<file path="src/rtl/sound_event_sequencer.sv">
// sound_event_sequencer
// Collects game-sound events (wall, paddle, score) into a small FIFO and
// issues them one at a time to a tone engine: a tone_start pulse with the
// tone parameters, then a busy/idle handshake with the engine, then a
// silent gap before the next tone. game_end flushes everything.
//
// Handshake with the tone engine: tone_start is a one-cycle request that
// carries tone_half/tone_dur. The engine acknowledges by raising tone_busy
// within ACK_TIMEOUT cycles and holds it for the whole tone; busy falling
// marks completion. tone_abort is a one-cycle request to stop at once.
//
// Optional build macro: SND_DEDUP_EN. When defined, an event whose code
// equals the most recently pushed entry (while that entry is still queued)
// is discarded without setting overflow.
//
// A full queue drops the selected event based on the occupancy at the
// start of the cycle, even if the head is popped in that same cycle.
module sound_event_sequencer #(
    parameter int unsigned FIFO_DEPTH  = 4,
    parameter int unsigned WALL_HALF   = 28409,
    parameter int unsigned PADDLE_HALF = 14204,
    parameter int unsigned SCORE_HALF  = 42613,
    parameter int unsigned WALL_DUR    = 8388607,
    parameter int unsigned PADDLE_DUR  = 4194303,
    parameter int unsigned SCORE_DUR   = 8388607,
    parameter int unsigned ACK_TIMEOUT = 16,
    parameter int unsigned GAP_CYCLES  = 250000
) (
    input  logic        clk,
    input  logic        rst_n,
    input  logic        ev_wall,
    input  logic        ev_paddle,
    input  logic        ev_score,
    input  logic        game_end,
    input  logic        tone_busy,
    output logic        tone_start,
    output logic [16:0] tone_half,
    output logic [22:0] tone_dur,
    output logic        tone_abort,
    output logic [4:0]  q_level,
    output logic        overflow,
    output logic        ack_err
);

    localparam int unsigned PTR_W = $clog2(FIFO_DEPTH);

    localparam logic [1:0] CODE_NONE   = 2'd0;
    localparam logic [1:0] CODE_WALL   = 2'd1;
    localparam logic [1:0] CODE_PADDLE = 2'd2;
    localparam logic [1:0] CODE_SCORE  = 2'd3;

    typedef enum logic [2:0] {
        S_IDLE,
        S_ISSUE,
        S_WAIT_ACK,
        S_PLAY,
        S_GAP
    } state_t;

    state_t            state_q, state_d;
    logic [31:0]       timer_q, timer_d;
    logic [1:0]        mem_q [FIFO_DEPTH];
    logic [1:0]        mem_d [FIFO_DEPTH];
    logic [PTR_W-1:0]  wr_ptr_q, wr_ptr_d;
    logic [PTR_W-1:0]  rd_ptr_q, rd_ptr_d;
    logic [4:0]        count_q, count_d;
    logic              pend_wall_q, pend_wall_d;
    logic              pend_paddle_q, pend_paddle_d;
    logic              pend_score_q, pend_score_d;
    logic              tone_start_q, tone_start_d;
    logic [16:0]       tone_half_q, tone_half_d;
    logic [22:0]       tone_dur_q, tone_dur_d;
    logic              tone_abort_q, tone_abort_d;
    logic              overflow_q, overflow_d;
    logic              ack_err_q, ack_err_d;

    logic              eff_wall, eff_paddle, eff_score;
    logic [1:0]        sel_code;
    logic [1:0]        head_code;
    logic              fifo_full;
    logic              is_dup;
    logic              push;
    logic              drop;
    logic              pop;

    function automatic logic [16:0] half_of(input logic [1:0] code);
        case (code)
            CODE_WALL:   half_of = 17'(WALL_HALF);
            CODE_PADDLE: half_of = 17'(PADDLE_HALF);
            CODE_SCORE:  half_of = 17'(SCORE_HALF);
            default:     half_of = '0;
        endcase
    endfunction

    function automatic logic [22:0] dur_of(input logic [1:0] code);
        case (code)
            CODE_WALL:   dur_of = 23'(WALL_DUR);
            CODE_PADDLE: dur_of = 23'(PADDLE_DUR);
            CODE_SCORE:  dur_of = 23'(SCORE_DUR);
            default:     dur_of = '0;
        endcase
    endfunction

    assign fifo_full = (count_q == 5'(FIFO_DEPTH));
    assign head_code = mem_q[rd_ptr_q];

`ifdef SND_DEDUP_EN
    logic [PTR_W-1:0] last_ptr;
    assign last_ptr = wr_ptr_q - PTR_W'(1);
    assign is_dup   = (count_q != 5'd0) && (mem_q[last_ptr] == sel_code);
`else
    assign is_dup   = 1'b0;
`endif

    // Arbiter: a pulse this cycle counts together with its latch; score wins.
    always_comb begin
        eff_wall   = pend_wall_q   | ev_wall;
        eff_paddle = pend_paddle_q | ev_paddle;
        eff_score  = pend_score_q  | ev_score;
        sel_code   = CODE_NONE;
        if (eff_score) begin
            sel_code = CODE_SCORE;
        end else if (eff_paddle) begin
            sel_code = CODE_PADDLE;
        end else if (eff_wall) begin
            sel_code = CODE_WALL;
        end
    end

    assign push = (sel_code != CODE_NONE) && !game_end && !is_dup && !fifo_full;
    assign drop = (sel_code != CODE_NONE) && !game_end && !is_dup && fifo_full;
    assign pop  = (state_q == S_ISSUE) && !game_end;

    // Next-state logic for latches, FIFO, sequencer FSM and registered outputs.
    always_comb begin
        pend_wall_d   = eff_wall   && (sel_code != CODE_WALL);
        pend_paddle_d = eff_paddle && (sel_code != CODE_PADDLE);
        pend_score_d  = eff_score  && (sel_code != CODE_SCORE);

        mem_d    = mem_q;
        wr_ptr_d = wr_ptr_q;
        rd_ptr_d = rd_ptr_q;
        if (push) begin
            mem_d[wr_ptr_q] = sel_code;
            wr_ptr_d        = wr_ptr_q + PTR_W'(1);
        end
        if (pop) begin
            rd_ptr_d = rd_ptr_q + PTR_W'(1);
        end
        count_d    = count_q + {4'd0, push} - {4'd0, pop};
        overflow_d = overflow_q | drop;

        state_d      = state_q;
        timer_d      = timer_q;
        tone_start_d = 1'b0;
        tone_abort_d = 1'b0;
        tone_half_d  = tone_half_q;
        tone_dur_d   = tone_dur_q;
        ack_err_d    = ack_err_q;

        case (state_q)
            S_IDLE: begin
                if (count_q != 5'd0) begin
                    state_d = S_ISSUE;
                end
            end
            S_ISSUE: begin
                tone_start_d = 1'b1;
                tone_half_d  = half_of(head_code);
                tone_dur_d   = dur_of(head_code);
                timer_d      = '0;
                state_d      = S_WAIT_ACK;
            end
            S_WAIT_ACK: begin
                if (tone_busy) begin
                    state_d = S_PLAY;
                end else if (timer_q == ACK_TIMEOUT - 1) begin
                    ack_err_d = 1'b1;
                    timer_d   = '0;
                    state_d   = S_GAP;
                end else begin
                    timer_d = timer_q + 32'd1;
                end
            end
            S_PLAY: begin
                if (!tone_busy) begin
                    timer_d = '0;
                    state_d = S_GAP;
                end
            end
            S_GAP: begin
                if (timer_q == GAP_CYCLES - 1) begin
                    state_d = S_IDLE;
                end else begin
                    timer_d = timer_q + 32'd1;
                end
            end
            default: begin
                state_d = S_IDLE;
            end
        endcase

        // Game over overrides everything: flush, return to IDLE, abort a live tone.
        if (game_end) begin
            pend_wall_d   = 1'b0;
            pend_paddle_d = 1'b0;
            pend_score_d  = 1'b0;
            wr_ptr_d      = '0;
            rd_ptr_d      = '0;
            count_d       = '0;
            state_d       = S_IDLE;
            timer_d       = '0;
            tone_start_d  = 1'b0;
            tone_half_d   = tone_half_q;
            tone_dur_d    = tone_dur_q;
            ack_err_d     = ack_err_q;
            tone_abort_d  = (state_q == S_WAIT_ACK) || (state_q == S_PLAY);
        end
    end

    // State registers; reset clears everything without pulsing tone_abort.
    always_ff @(posedge clk or negedge rst_n) begin
        if (!rst_n) begin
            state_q       <= S_IDLE;
            timer_q       <= '0;
            for (int i = 0; i < FIFO_DEPTH; i++) begin
                mem_q[i] <= '0;
            end
            wr_ptr_q      <= '0;
            rd_ptr_q      <= '0;
            count_q       <= '0;
            pend_wall_q   <= 1'b0;
            pend_paddle_q <= 1'b0;
            pend_score_q  <= 1'b0;
            tone_start_q  <= 1'b0;
            tone_half_q   <= '0;
            tone_dur_q    <= '0;
            tone_abort_q  <= 1'b0;
            overflow_q    <= 1'b0;
            ack_err_q     <= 1'b0;
        end else begin
            state_q       <= state_d;
            timer_q       <= timer_d;
            mem_q         <= mem_d;
            wr_ptr_q      <= wr_ptr_d;
            rd_ptr_q      <= rd_ptr_d;
            count_q       <= count_d;
            pend_wall_q   <= pend_wall_d;
            pend_paddle_q <= pend_paddle_d;
            pend_score_q  <= pend_score_d;
            tone_start_q  <= tone_start_d;
            tone_half_q   <= tone_half_d;
            tone_dur_q    <= tone_dur_d;
            tone_abort_q  <= tone_abort_d;
            overflow_q    <= overflow_d;
            ack_err_q     <= ack_err_d;
        end
    end

    assign tone_start = tone_start_q;
    assign tone_half  = tone_half_q;
    assign tone_dur   = tone_dur_q;
    assign tone_abort = tone_abort_q;
    assign q_level    = count_q;
    assign overflow   = overflow_q;
    assign ack_err    = ack_err_q;

endmodule
</file>
<file path="config.mk">
export PLATFORM = sky130hd
export DESIGN_NAME = sound_event_sequencer
export DESIGN_NICKNAME = d
export VERILOG_FILES = /design/src/rtl/sound_event_sequencer.sv
export SDC_FILE = /design/constraint.sdc
export NUM_CORES = 1
export LEC_CHECK = 0
export CAP_MARGIN = 20
export CORE_UTILIZATION = 38
export CTS_BUF_LIST = sky130_fd_sc_hd__clkbuf_4 sky130_fd_sc_hd__clkbuf_8
export DETAILED_ROUTE_END_ITERATION = 16
export SYNTH_ARGS = -nofsm -noshare
export SYNTH_HDL_FRONTEND = slang
export SYNTH_SLANG_ARGS = --single-unit
</file>
<file path="constraint.sdc">
create_clock -name clk -period 2.6 [get_ports clk]
set_clock_uncertainty 0.05 [all_clocks]
set_input_delay 0.39 -clock clk [delete_from_list [all_inputs] [get_ports clk]]
set_output_delay 0.39 -clock clk [all_outputs]
set_load 0.05 [all_outputs]
</file>
---- Yosys cells after proc, flatten, opt, wreduce, memory -nomap -nowiden ----
Cells that the tools add are included.
word-level totals
  logic and storage cells ................. 110
  output and inout bits ................... 49
  bits of input ports ..................... 7
  memories ................................ 0
  register bits ........................... 99
  bits in writable memories ............... 0
  memory bits (read-only) ................. 0
  latch bits .............................. 0
operators by class
  div/mod/pow operators ................... 0
  muxes and demuxes ....................... 35
  order comparisons ....................... 3
  equality and inequality tests ........... 19
  reductions and logical operators ........ 22
  add/sub/neg operators ................... 5
  shifts and indexed selects .............. 0
  $mul .................................... 0
  bitwise operators ....................... 8
operator list
  kind                                                               number
  32-bit two-way mux                                                 5
  32-bit case mux with 4 select lines                                1
  16-bit case mux with 3 select lines                                1
  23-bit case mux with 2 select lines                                1
  32-bit by 1-bit adder with 32-bit output, second input constant    1
  32-bit by 18-bit == test with 1-bit output, second input constant  1
  32-bit by 4-bit == test with 1-bit output, second input constant   1
  2-bit two-way mux                                                  9
  3-bit two-way mux                                                  6
  3-bit != test, second input constant                               5
  3-bit case mux with 5 select lines                                 1
  4-bit AND reduction                                                3
  5-bit nonzero test                                                 2
  8-bit bitwise mux                                                  1
  1-bit logical AND                                                  8
  1-bit two-way mux                                                  7
  3-bit by 2-bit == test with 1-bit output, second input constant    2
  3-bit >= comparator, second input constant                         2
  2-bit NOT with 3-bit output                                        2
  2-bit nonzero test                                                 3
  5-bit by 1-bit adder with 5-bit output                             1
  5-bit by 3-bit == test with 1-bit output, second input constant    1
  5-bit two-way mux                                                  1
  5-bit by 1-bit subtractor with 5-bit output                        1
  18 further kinds                                                   26

---- Depth between registers and ports, before layout ----
Gate-level depths: netlist (run 1).
  word-level depth ........................ 10
  mapped depth ............................ 14
  gate-level depth less buffers ........... 14

---- Worst setup path after synthesis (run 1) ----
OpenSTA, ideal clock, no wires.
  path type ............................... register to register
  from .................................... register count_q[3], in the netlist q_level[3]
  to ...................................... register count_q[4], in the netlist q_level[4]
  buffers on the path ..................... 0
  required time ........................... 2.472 ns
  library setup time ...................... 0.078 ns
  arrival ................................. 3.098 ns
  slack ................................... -0.626 ns
  clock period less this slack ............ 3.226 ns
  cell stages (with the launch flop) ...... 15
  cell sequence ........................... dfrtp_1 > inv_1 > ha_1 > a221oi_1 > inv_1 > ha_1 > inv_1 > ha_1 > inv_1 > fa_1 > inv_1 > a21oi_1 > nor2_1 > or3_1 > a21oi_1
between the ends
  word-level cells in the longest chain between the ends .. 6
RTL lines
  what                                             RTL line  RTL
  from (decl)                                      66        logic [4:0] count_q, count_d;
  from (signal assigned)                           247       count_q <= count_d;
  5-bit by 3-bit == test with 1-bit output         104       assign fifo_full = (count_q == 5'(FIFO_DEPTH));
  1-bit zero test                                  130       assign push = (sel_code != CODE_NONE) && !game_end && !is_dup && !fifo_full;
  1-bit logical AND                                130
  5-bit by 1-bit adder with 5-bit output (*)       150       count_d = count_q + {4'd0, push} - {4'd0, pop};
  5-bit by 1-bit subtractor with 5-bit output (*)  150
  5-bit two-way mux (*)                            204       if (game_end) begin
  via count_d[4]                                   66
Mark *: on every way through the listed nets, which the timed path passes. The rest lies on a longest branch.
A chain may end at the register's enable or synchronous reset.

---- Worst setup path in the final report (run 1) ----
  from .................................... register count_q[2], in the netlist q_level[2]
  to ...................................... register count_q[4], in the netlist q_level[4]
The elaborated chain is that of the path after synthesis.

==> results of run 1 <==
==> cell usage in the layout, fill, tap and decap left out, types with 6 or more instances in the layout <==
cell type	count
o31ai_1	7
nor2_1	26
nor3_1	6
clkdlybuf4s50_1	52
xnor2_1	8
a21oi_1	20
nand4_1	7
buf_4	37
o21ai_0	23
mux2i_1	6
ha_1	13
inv_1	17
o211ai_1	6
nand3b_1	8
clkbuf_8	9
or3_1	13
nand2_1	41
dfrtp_1	62
nand3_1	25
==> how the worst min path moves through the flow <==
| stage | end | startpoint | slack, ps |
|---|---|---|---|
| final | ack_err | ack_err | 410 |
| after global placement | q_level[1] | rst_n | 370 |
| after floorplan | ack_err | rst_n | 40 |
| after CTS | ack_err | ack_err | 420 |
| after global routing | ack_err | ack_err | 430 |
| after detailed placement | q_level[1] | rst_n | 380 |
==> cells by family (layout without fill, tap and decap cells) <==
group | count (synthesis) | count (layout) | share of synthesized area [%]
XOR/XNOR | 11 | 11 | 2.42
AO/OA/AOI/OAI | 88 | 88 | 14.5
AND/OR/NAND/NOR | 162 | 162 | 21.7
adder cells (fa/ha/maj) | 17 | 17 | 5.53
multiplexers | 12 | 12 | 3.77
other | 1 | 3 | 0.0942
buffers and inverters | 69 | 131 | 9.90
flip-flops | 67 | 67 | 42.1
==> cells in the mapped netlist, drive strengths merged (6+ instances only) <==
library cell	number
o21ai	23
nor4	8
inv	22
nor3	6
o31ai	7
nand4	7
nand2	42
buf	38
mux2i	6
or3	13
nand3	25
a21oi	22
nand3b	8
xnor2	8
dfrtp	67
ha	16
o211ai	6
clkbuf	9
nor2	26
==> critical path, cell delays in order (launching register included) <==
cell	delay, ps
dfrtp_2	440
ha_4	180
a221oi_4	290
inv_2	80
ha_4	270
inv_2	40
ha_4	150
inv_2	50
fa_2	210
inv_2	40
a21oi_2	100
nor2_1	60
or3_1	390
a21oi_2	130
==> power groups by stage <==
stage,clock [W],combinational [W],sequential (W)
after detailed placement,0,0.00298,0.00147
after global routing,0.000861,0.00328,0.00147
after global placement,0,0.00295,0.00146
after floorplan,0,0.00201,0.00177
final,0.000788,0.00307,0.00143
after CTS,0.000825,0.00299,0.00145
==> final cells by class <==
cell class                      count  area, sq um  share of cell area (%)
Sequential cell                    67         1680                    34.0
Multi-Input combinational cell    293         2000                    40.3
Clock buffer                        9          124                    2.50
Tap cell                          133          166                    3.36
Timing Repair Buffer               93          853                    17.2
Inverter                           22         82.6                    1.67
Clock inverter                      7         50.0                    1.01
==> metrics by stage <==
step | area (sq um) | hold slack (ps) | total power [W] | worst slack [ps] | TNS, ps
after floorplan | 4040 | 44.4 | 0.00378 | -160 | -160
after global placement | 4690 | 375 | 0.00441 | -265 | -576
after detailed placement | 4690 | 381 | 0.00445 | -307 | -747
after CTS | 4870 | 418 | 0.00527 | 28.1 | 0
after global routing | 4960 | 435 | 0.00561 | -69.6 | -69.6
final | 4960 | 415 | 0.00530 | 52.8 | 0
==> registers in the layout, summed over array words and instances (netlist names), 2 cells and up <==
signal     cells
state_q        3
tone_half      6
q_level        5
mem_q          8
wr_ptr_q       2
timer_q       32
tone_dur       2
rd_ptr_q       2
==> routing by layer <==
| layer | GRT usage, % | up-vias | wire (um) |
|---|---|---|---|
| li1 | - | 1614 | - |
| met1 | 21.6 | 1553 | 4130 |
| met2 | 29.4 | 82 | 4460 |
| met3 | 4.14 | 9 | 375 |
| met4 | 4.49 | 0 | 82 |
| met5 | 0 | - | 0 |
==> what timing repair did <==
| action | in CTS | in global routing |
|---|---|---|
| setup buffers | 0 | 6 |
| resized for setup | 0 | 8 |
| hold buffers | 1 | 0 |
| hold endpoints to repair | 1 | 0 |
| setup endpoints to repair | 0 | 1 |
==> flow_summary_export.csv, run 1 <==
group,metric,value,unit
synth,async_reset_ff_share,100,%
worst_hold_path,hold_depth,1,
cells_and_area,nFillCells,930,
placement,hpwl,6540,um
clock_tree,cts_buffers,9,
clock_tree,clock-sinks,67,
synth,yosysSeqAreaShare,42.1,%
cells_and_area,antenna_cells_inserted,0,
sta,rsz0062_at_grt,"true",
clock_tree,clk_pin_slew,80,ps
synth,synth_area_leader_cell,"dfrtp_1",
global_route,grt_max_degree,45,
floorplan,io_pins,56,
sta,tightestPinTransition,603,ps
power,seqPwrFrac,27.1,%
run,cap_violations,0,
clock_tree,clk_latency,340,ps
floorplan,core_area,0.00995,sq mm
synth,synthFlopType,"dfrtp_1",
synth,syn_area_per_cell,9.32,sq um
power,p_switching,0.00260,W
sta,max_freq,0.393,GHz
cells_and_area,drive_gt1_share,18.3,%
clock_tree,clock_path_buffers,2,
floorplan,initial_core_util,40.0,%
placement,portBuffers,53,
synth,netlist.area_leader.share,42.1,%
power,pwr-share-clk,14.9,%
route,drc_errors,0,
sta,slew_violations,0,
power,irDropWorstVdd,0.953,mV
clock_tree,cts_tree,"yes",
setup_path,ff2ff_setup_slack,50,ps
outcome,status,"finished clean",
sta,post-route-period-util,98.0,%
clock_tree,cts-htree-levels,3,
floorplan,die_width,104,um
synth,syn_inst,427,
clock_tree,cts_root_buf,"clkbuf_8",
sta,period_minus_slack,2550,ps
sta,slew_headroom,59.8,%
synth,synth_seq_cells,67,
worst_hold_path,worstHoldPathType,"flop to flop",
sta,hold_viol,0,
power,comb_power_share,58.1,%
placement,place.gp.congestion,0.839,
floorplan,die_h,104,um
cells_and_area,synthToLayoutAreaGrowth,24.5,%
setup_path,r2r-end,"q_level[4]",
global_route,grt_use_total,17.2,%
global_route,grt_pass1_vias,3173,
power,p_int,0.00270,W
route,wl_per_cell,14.5,um
route,num_vias,3258,
route,wl,9050,um
cells_and_area,post-route-util,49.8,%
setup_path,path_max_fanout,3,
power,power_leakage,2.04,nW
sta,setup_viol,0,
setup_path,startpoint,"q_level[2]",
setup_path,worst-setup-path-type,"flop to flop",
synth,synth_edf_count,0,
global_route,grt_overflow,0,
global_route,grt_pass1_wl,15200,um
floorplan,std_cell_rows,36,
placement,dpl.cell_count,601,
route,vias_per_cell,5.22,
global_route,antenna_found_initial,0,
setup_path,worstPathArrival,2770,ps
synth,netlist_top_cells_area,"dfrtp_1 (42%), buf_4 (6.2%), ha_1 (5.0%), nand2_1 (3.9%), nand3_1 (3.1%)",
route,firstDrtPassIters,4,
setup_path,worstSetupEndpoint,"q_level[4]",
setup_path,cp-start-kind,"flop",
synth,synth_area,0.00398,sq mm
power,p_per_area,1070,mW/mm^2
setup_path,endpoint_kind,"flop",
cells_and_area,fin_cells,624,
setup_path,rr_worst_depth,13,
synth,yosysUniqueCellTypes,56,
route,drtIter0Drc,146,
synth,yosysWarningCount,0,
cells_and_area,finalNetCount,510,
floorplan,die_area,0.0109,sq mm
route,ant_nets,0,
power,swShare,49.0,%
setup_path,crit_required,2830,ps
setup_path,rr_startpoint,"q_level[2]",
No activity file was read; power rests on OpenSTA's default activity.
==> inputs of run 2 (changes only) <==
RECOVER_POWER = 25   (was unset)
==> run 2 against run 1 <==
Flip-flop and latch count unchanged; register-to-register slack about the same; worst hold slack about the same; first-iteration DRC count unchanged; critical path depth unchanged; largest cell class unchanged; global-route usage unchanged; power about the same; critical endpoint unchanged; maximum frequency about the same; cell count unchanged; count of clock-buffer cells in the layout unchanged; combinational power about the same; utilization down 0.050 points.
==> flow_summary_export.csv, run 2 (synthesis results as in run 1) <==
group,metric,value,unit
route,firstDrtPassIters,4,
sta,fin_tns_setup,0,ps
route,wl,9050,um
cells_and_area,final_cell_mix,"dfrtp_1 (62), clkdlybuf4s50_1 (52), nand2_1 (41)",
worst_hold_path,whs_endpoint,"ack_err",
cells_and_area,largest_reg_flops,32,
setup_path,slowest_delay,440,ps
setup_path,r2r-end,"q_level[4]",
clock_tree,cts_root_buf,"clkbuf_8",
floorplan,std_cell_rows,36,
clock_tree,clock-sinks,67,
cells_and_area,layout_commonest_cell,"dfrtp_1",
clock_tree,clk_latency,340,ps
clock_tree,cts_buffers,9,
cells_and_area,finalNetCount,510,
route,drc_errors,0,
setup_path,cpMostUsedCell,"inv_2",
worst_hold_path,hp-start,"ack_err",
setup_path,worst-setup-path-type,"flop to flop",
sta,slew_violations,0,
sta,post-route-period-util,98.0,%
floorplan,initial_core_util,40.0,%
power,power_leakage,2.04,nW
sta,slew_headroom,3.21,%
route,vias_per_cell,5.23,
global_route,grt_max_degree,45,
setup_path,path_cells,"ha_4 -> a221oi_4 -> inv_2 -> ha_4 -> inv_2 -> ha_4 -> inv_2 -> fa_2 -> inv_2 -> a21oi_2 -> nor2_1 -> or3_1 -> a21oi_2",
route,wl_per_cell,14.5,um
setup_path,ff2ff_setup_slack,50,ps
sta,hold_viol,0,
floorplan,core_area,0.00995,sq mm
sta,max_freq,0.393,GHz
power,p_per_area,1070,mW/mm^2
sta,setup_viol,0,
worst_hold_path,hold_depth,1,
setup_path,crit_slowest_cell,"dfrtp_2",
run,cap_violations,0,
global_route,grt_overflow,0,
floorplan,die_area,0.0109,sq mm
setup_path,rr_worst_depth,13,
global_route,antenna_found_initial,0,
outcome,status,"finished clean",
placement,hpwl,6540,um
cells_and_area,antenna_cells_inserted,0,
placement,place.gp.congestion,0.839,
worst_hold_path,worstHoldPathType,"flop to flop",
route,num_vias,3263,
cells_and_area,regMostFlops,"timer_q",
power,finalPower,0.00529,W
global_route,grt_pass1_wl,15200,um
sta,tightestPinTransition,1450,ps
sta,period_minus_slack,2550,ps
setup_path,cp-start-kind,"flop",
setup_path,endpoint_kind,"flop",
power,irDropWorstVdd,0.953,mV
clock_tree,clock_path_buffers,2,
route,ant_nets,0,
global_route,grt_pass1_vias,3173,
floorplan,die_h,104,um
floorplan,io_pins,56,
setup_path,path_max_fanout,3,
setup_path,worstPathArrival,2770,ps
global_route,grt_use_total,17.2,%
setup_path,crit_required,2830,ps
clock_tree,clk_pin_slew,80,ps
setup_path,rr_startpoint,"q_level[2]",
cells_and_area,synthToLayoutAreaGrowth,24.4,%
placement,portBuffers,53,
cells_and_area,drive_gt1_share,17.9,%
route,drtIter0Drc,146,
clock_tree,cts-htree-levels,3,
floorplan,die_width,104,um
clock_tree,cts_tree,"yes",
sta,rsz0062_at_grt,"true",
-- run 2: changes by cell type in the layout (fill, tap and decap cells not counted), sizes merged --
cell and delta:
buf -2, clkbuf +2
-- run 2: cell type report --
class                      instances  area, sq um
clock buffer                       9          124
clock inverter                     7         50.0
fill                             931         5000
inverter                          22         82.6
multi-input combinational        293         2000
sequential                        67         1680
tap                              133          166
timing repair buffer              93          848
-- run 2: power breakdown --
part           switching (W)  internal [W]
logic                0.00197       0.00110
clock network       0.000437      0.000351
registers           0.000185       0.00125
total                0.00260       0.00270
-- run 2: what timing repair did --
item	4_1_cts	5_1_grt
setup endpoints to repair	0	1
endpoints found under the hold margin	1	0
resized for setup	0	8
buffers inserted	0	6
hold buffers	1	0
-- run 2: worst max-delay path by stage --
stage | startpoint | end | slack [ps] | cells past startpoint
final | q_level[2] | q_level[4] | 50 | 13
after global routing | q_level[2] | q_level[4] | -70 | 13
after CTS | q_level[2] | q_level[4] | 30 | 13
after detailed placement | ev_score | q_level[4] | -310 | 14
after global placement | ev_score | q_level[4] | -260 | 14
after floorplan | q_level[3] | q_level[4] | -160 | 14
-- run 2: stage by stage --
step / hold WS, ps / instance area [sq um] / cells / util, % / worst slack (ps)
after floorplan: 44.4 / 4040 / 429 / - / -160
after global placement: 375 / 4690 / 601 / 47.1 / -265
after detailed placement: 381 / 4690 / 601 / 47.1 / -307
after CTS: 418 / 4870 / 618 / 48.9 / 28.1
after global routing: 435 / 4950 / 624 / 49.7 / -69.6
final: 415 / 4950 / 624 / 49.7 / 52.7
-- run 2: worst max-delay path: cells and delay by family, from the launching register on --
kind	cells	cell delay, ps
fa+ha+maj	4	810
compound gates	3	520
simple gates	2	450
flops	1	440
buf+inv	4	210
-- run 2: per-layer routing --
metal | GRT usage [%] | wire length (um)
met2 | 29.4 | 4460
met3 | 4.14 | 375
met5 | 0 | 0
met4 | 4.49 | 78
met1 | 21.6 | 4140
==> inputs of run 3 (changes only) <==
CELL_PAD_IN_SITES_DETAIL_PLACEMENT = 1   (was unset)
CELL_PAD_IN_SITES_GLOBAL_PLACEMENT = 1   (was unset)
PLACE_DENSITY_LB_ADDON = 0.1   (was unset)
==> run 3 against run 2 <==
Count of clock-buffer cells in the layout grew 3; die area is the same; non-clock buffer count shrank 2; the run now ends with max-capacitance violations, max-slew violations left; utilization grew 0.28 points; highest routed layer unchanged; worst hold slack lost 34 ps; sequential share of layout area shrank 0.19 points; global-route usage grew 2.4 points; register-to-register slack is essentially flat; clock power grew 26%; wire length grew 12%; critical path type unchanged.
==> flow_summary_export.csv, run 3 (synthesis results as in run 1) <==
group,metric,value,unit
route,wl,10200,um
setup_path,cp_num_buf_inv,4,
clock_tree,cts-htree-levels,3,
floorplan,die_width,104,um
power,pwr-share-clk,18.2,%
setup_path,worst-setup-path-type,"flop to flop",
run,cap_violations,1,
sta,hold_viol,0,
clock_tree,cts_root_buf,"clkbuf_8",
global_route,grt_overflow,0,
floorplan,die_area,0.0109,sq mm
cells_and_area,finalNetCount,508,
power,p_per_area,1100,mW/mm^2
cells_and_area,layout_commonest_cell,"dfrtp_1",
setup_path,path_max_fanout,3,
placement,dpl.cell_count,605,
floorplan,io_pins,56,
placement,hpwl,7500,um
power,p_int,0.00289,W
route,ant_nets,0,
setup_path,cp-start-kind,"flop",
power,comb_power_share,55.5,%
global_route,grt_max_degree,42,
setup_path,worstPathArrival,2770,ps
worst_hold_path,worstHoldPathType,"input pin to asynchronous set/reset pin",
cells_and_area,antenna_cells_inserted,0,
route,wl_per_cell,16.4,um
sta,slew_violations,27,
clock_tree,cts_tree,"yes",
sta,max_freq,0.391,GHz
setup_path,path_cells,"ha_4 -> a221oi_4 -> inv_2 -> ha_4 -> inv_2 -> ha_4 -> inv_2 -> fa_2 -> inv_2 -> a21oi_2 -> nor2_1 -> or3_1 -> a21oi_1",
cells_and_area,synthToLayoutAreaGrowth,25.1,%
floorplan,core_area,0.00995,sq mm
cells_and_area,multi_input_area,0.00200,sq mm
clock_tree,cts_buffers,9,
global_route,grt_use_total,19.6,%
route,vias_per_cell,5.31,
sta,period_minus_slack,2560,ps
placement,portBuffers,53,
cells_and_area,drive_gt1_share,18.0,%
setup_path,cpMostUsedCell,"inv_2",
global_route,antenna_found_initial,0,
sta,setup_viol,0,
sta,rsz0062_at_grt,"true",
clock_tree,clk_latency,340,ps
route,firstDrtPassIters,4,
route,num_vias,3301,
global_route,grt_pass1_vias,3469,
clock_tree,clk_pin_slew,80,ps
placement,place.gp.congestion,0.828,
global_route,grt_pass1_wl,17400,um
power,seqPwrFrac,26.4,%
setup_path,crit_required,2820,ps
outcome,failed_checks,"max-capacitance violations, max-slew violations",
floorplan,initial_core_util,40.0,%
power,power_leakage,2.05,nW
route,drc_errors,0,
cells_and_area,nFillCells,1118,
cells_and_area,register_area,0.00168,sq mm
cells_and_area,largest_reg_flops,32,
cells_and_area,regMostFlops,"timer_q",
clock_tree,holdBufCountCts,0,
setup_path,endpoint_kind,"flop",
cells_and_area,fin_cells,622,
sta,post-route-period-util,98.3,%
sta,whs,381,ps
floorplan,std_cell_rows,36,
clock_tree,clock-sinks,67,
sta,tightestPinTransition,1590,ps
setup_path,crit_slowest_cell,"dfrtp_2",
outcome,status,"complete, but fails checks",
power,p_switching,0.00259,W
clock_tree,clock_path_buffers,2,
setup_path,path_delay_family,"adder cells",
cells_and_area,final_cell_mix,"dfrtp_1 (62), clkdlybuf4s50_1 (52), nand2_1 (41)",
sta,slew_headroom,-5.91,%
setup_path,slowest_delay,440,ps
route,drtIter0Drc,121,
power,swShare,47.2,%
floorplan,die_h,104,um
power,irDropWorstVdd,0.761,mV
[run 3: changes by cell type in the layout (fill, tap and decap cells not counted), sizes merged]
cell         previous run  this run
inv                    24        22
clkbuf                 11        13
bufinv                  0         2
dlygate4sd3             1         0
clkinv                  5         2
[run 3: repair_timing]
item	in CTS	in global routing
buffers inserted	0	2
gates resized for setup	0	8
hold endpoints to repair	0	0
setup endpoints to repair	0	3
[run 3: through the flow]
step / worst slack (ps) / util, % / TNS (ps) / cell area, sq um / total power (W)
detailed placement: -351 / 47.3 / -1120 / 4710 / 0.00450
finish: 44.0 / 50.0 / 0 / 4980 / 0.00548
floorplan: -160 / - / -160 / 4040 / 0.00378
global route: -75.4 / 50.0 / -75.4 / 4980 / 0.00578
CTS: 6.69 / 49.5 / 0 / 4930 / 0.00551
global placement: -248 / 47.3 / -680 / 4710 / 0.00443
[run 3: cell type report]
class / instances / share of cell area (%)
Inverter: 22 / 1.66
Sequential cell: 67 / 33.8
Multi-Input combinational cell: 293 / 40.1
Timing Repair Buffer: 91 / 16.5
Clock inverter: 4 / 1.48
Tap cell: 133 / 3.34
Clock buffer: 12 / 3.07
[run 3: worst paths after layout]
kind | startpoint | to | slack, ps | depth (start not counted)
max | q_level[2] | q_level[4] | 40 | 13
min | rst_n | pend_score_q | 380 | 1
max reg2reg | q_level[2] | q_level[4] | 40 | 13
min reg2reg | overflow | overflow | 420 | 1
max in group asynchronous | rst_n | q_level[3] | 1060 | 1
min in group clk | overflow | overflow | 420 | 1
[run 3: metal layers]
layer / global-route usage (%) / part of all wire [%] / routed length [um]
met5: 0 / 0 / 0
met4: 5.61 / 1.1 / 108
met3: 2.57 / 2.0 / 201
met2: 35.4 / 52 / 5250
met1: 24.3 / 45 / 4620
[run 3: power by group through the flow]
stage / sequential, W / clock, W / combinational [W]
after floorplan: 0.00177 / 0 / 0.00201
after global routing: 0.00148 / 0.00105 / 0.00324
final: 0.00145 / 0.000995 / 0.00304
after global placement: 0.00145 / 0 / 0.00298
after detailed placement: 0.00146 / 0 / 0.00303
after CTS: 0.00144 / 0.00103 / 0.00304
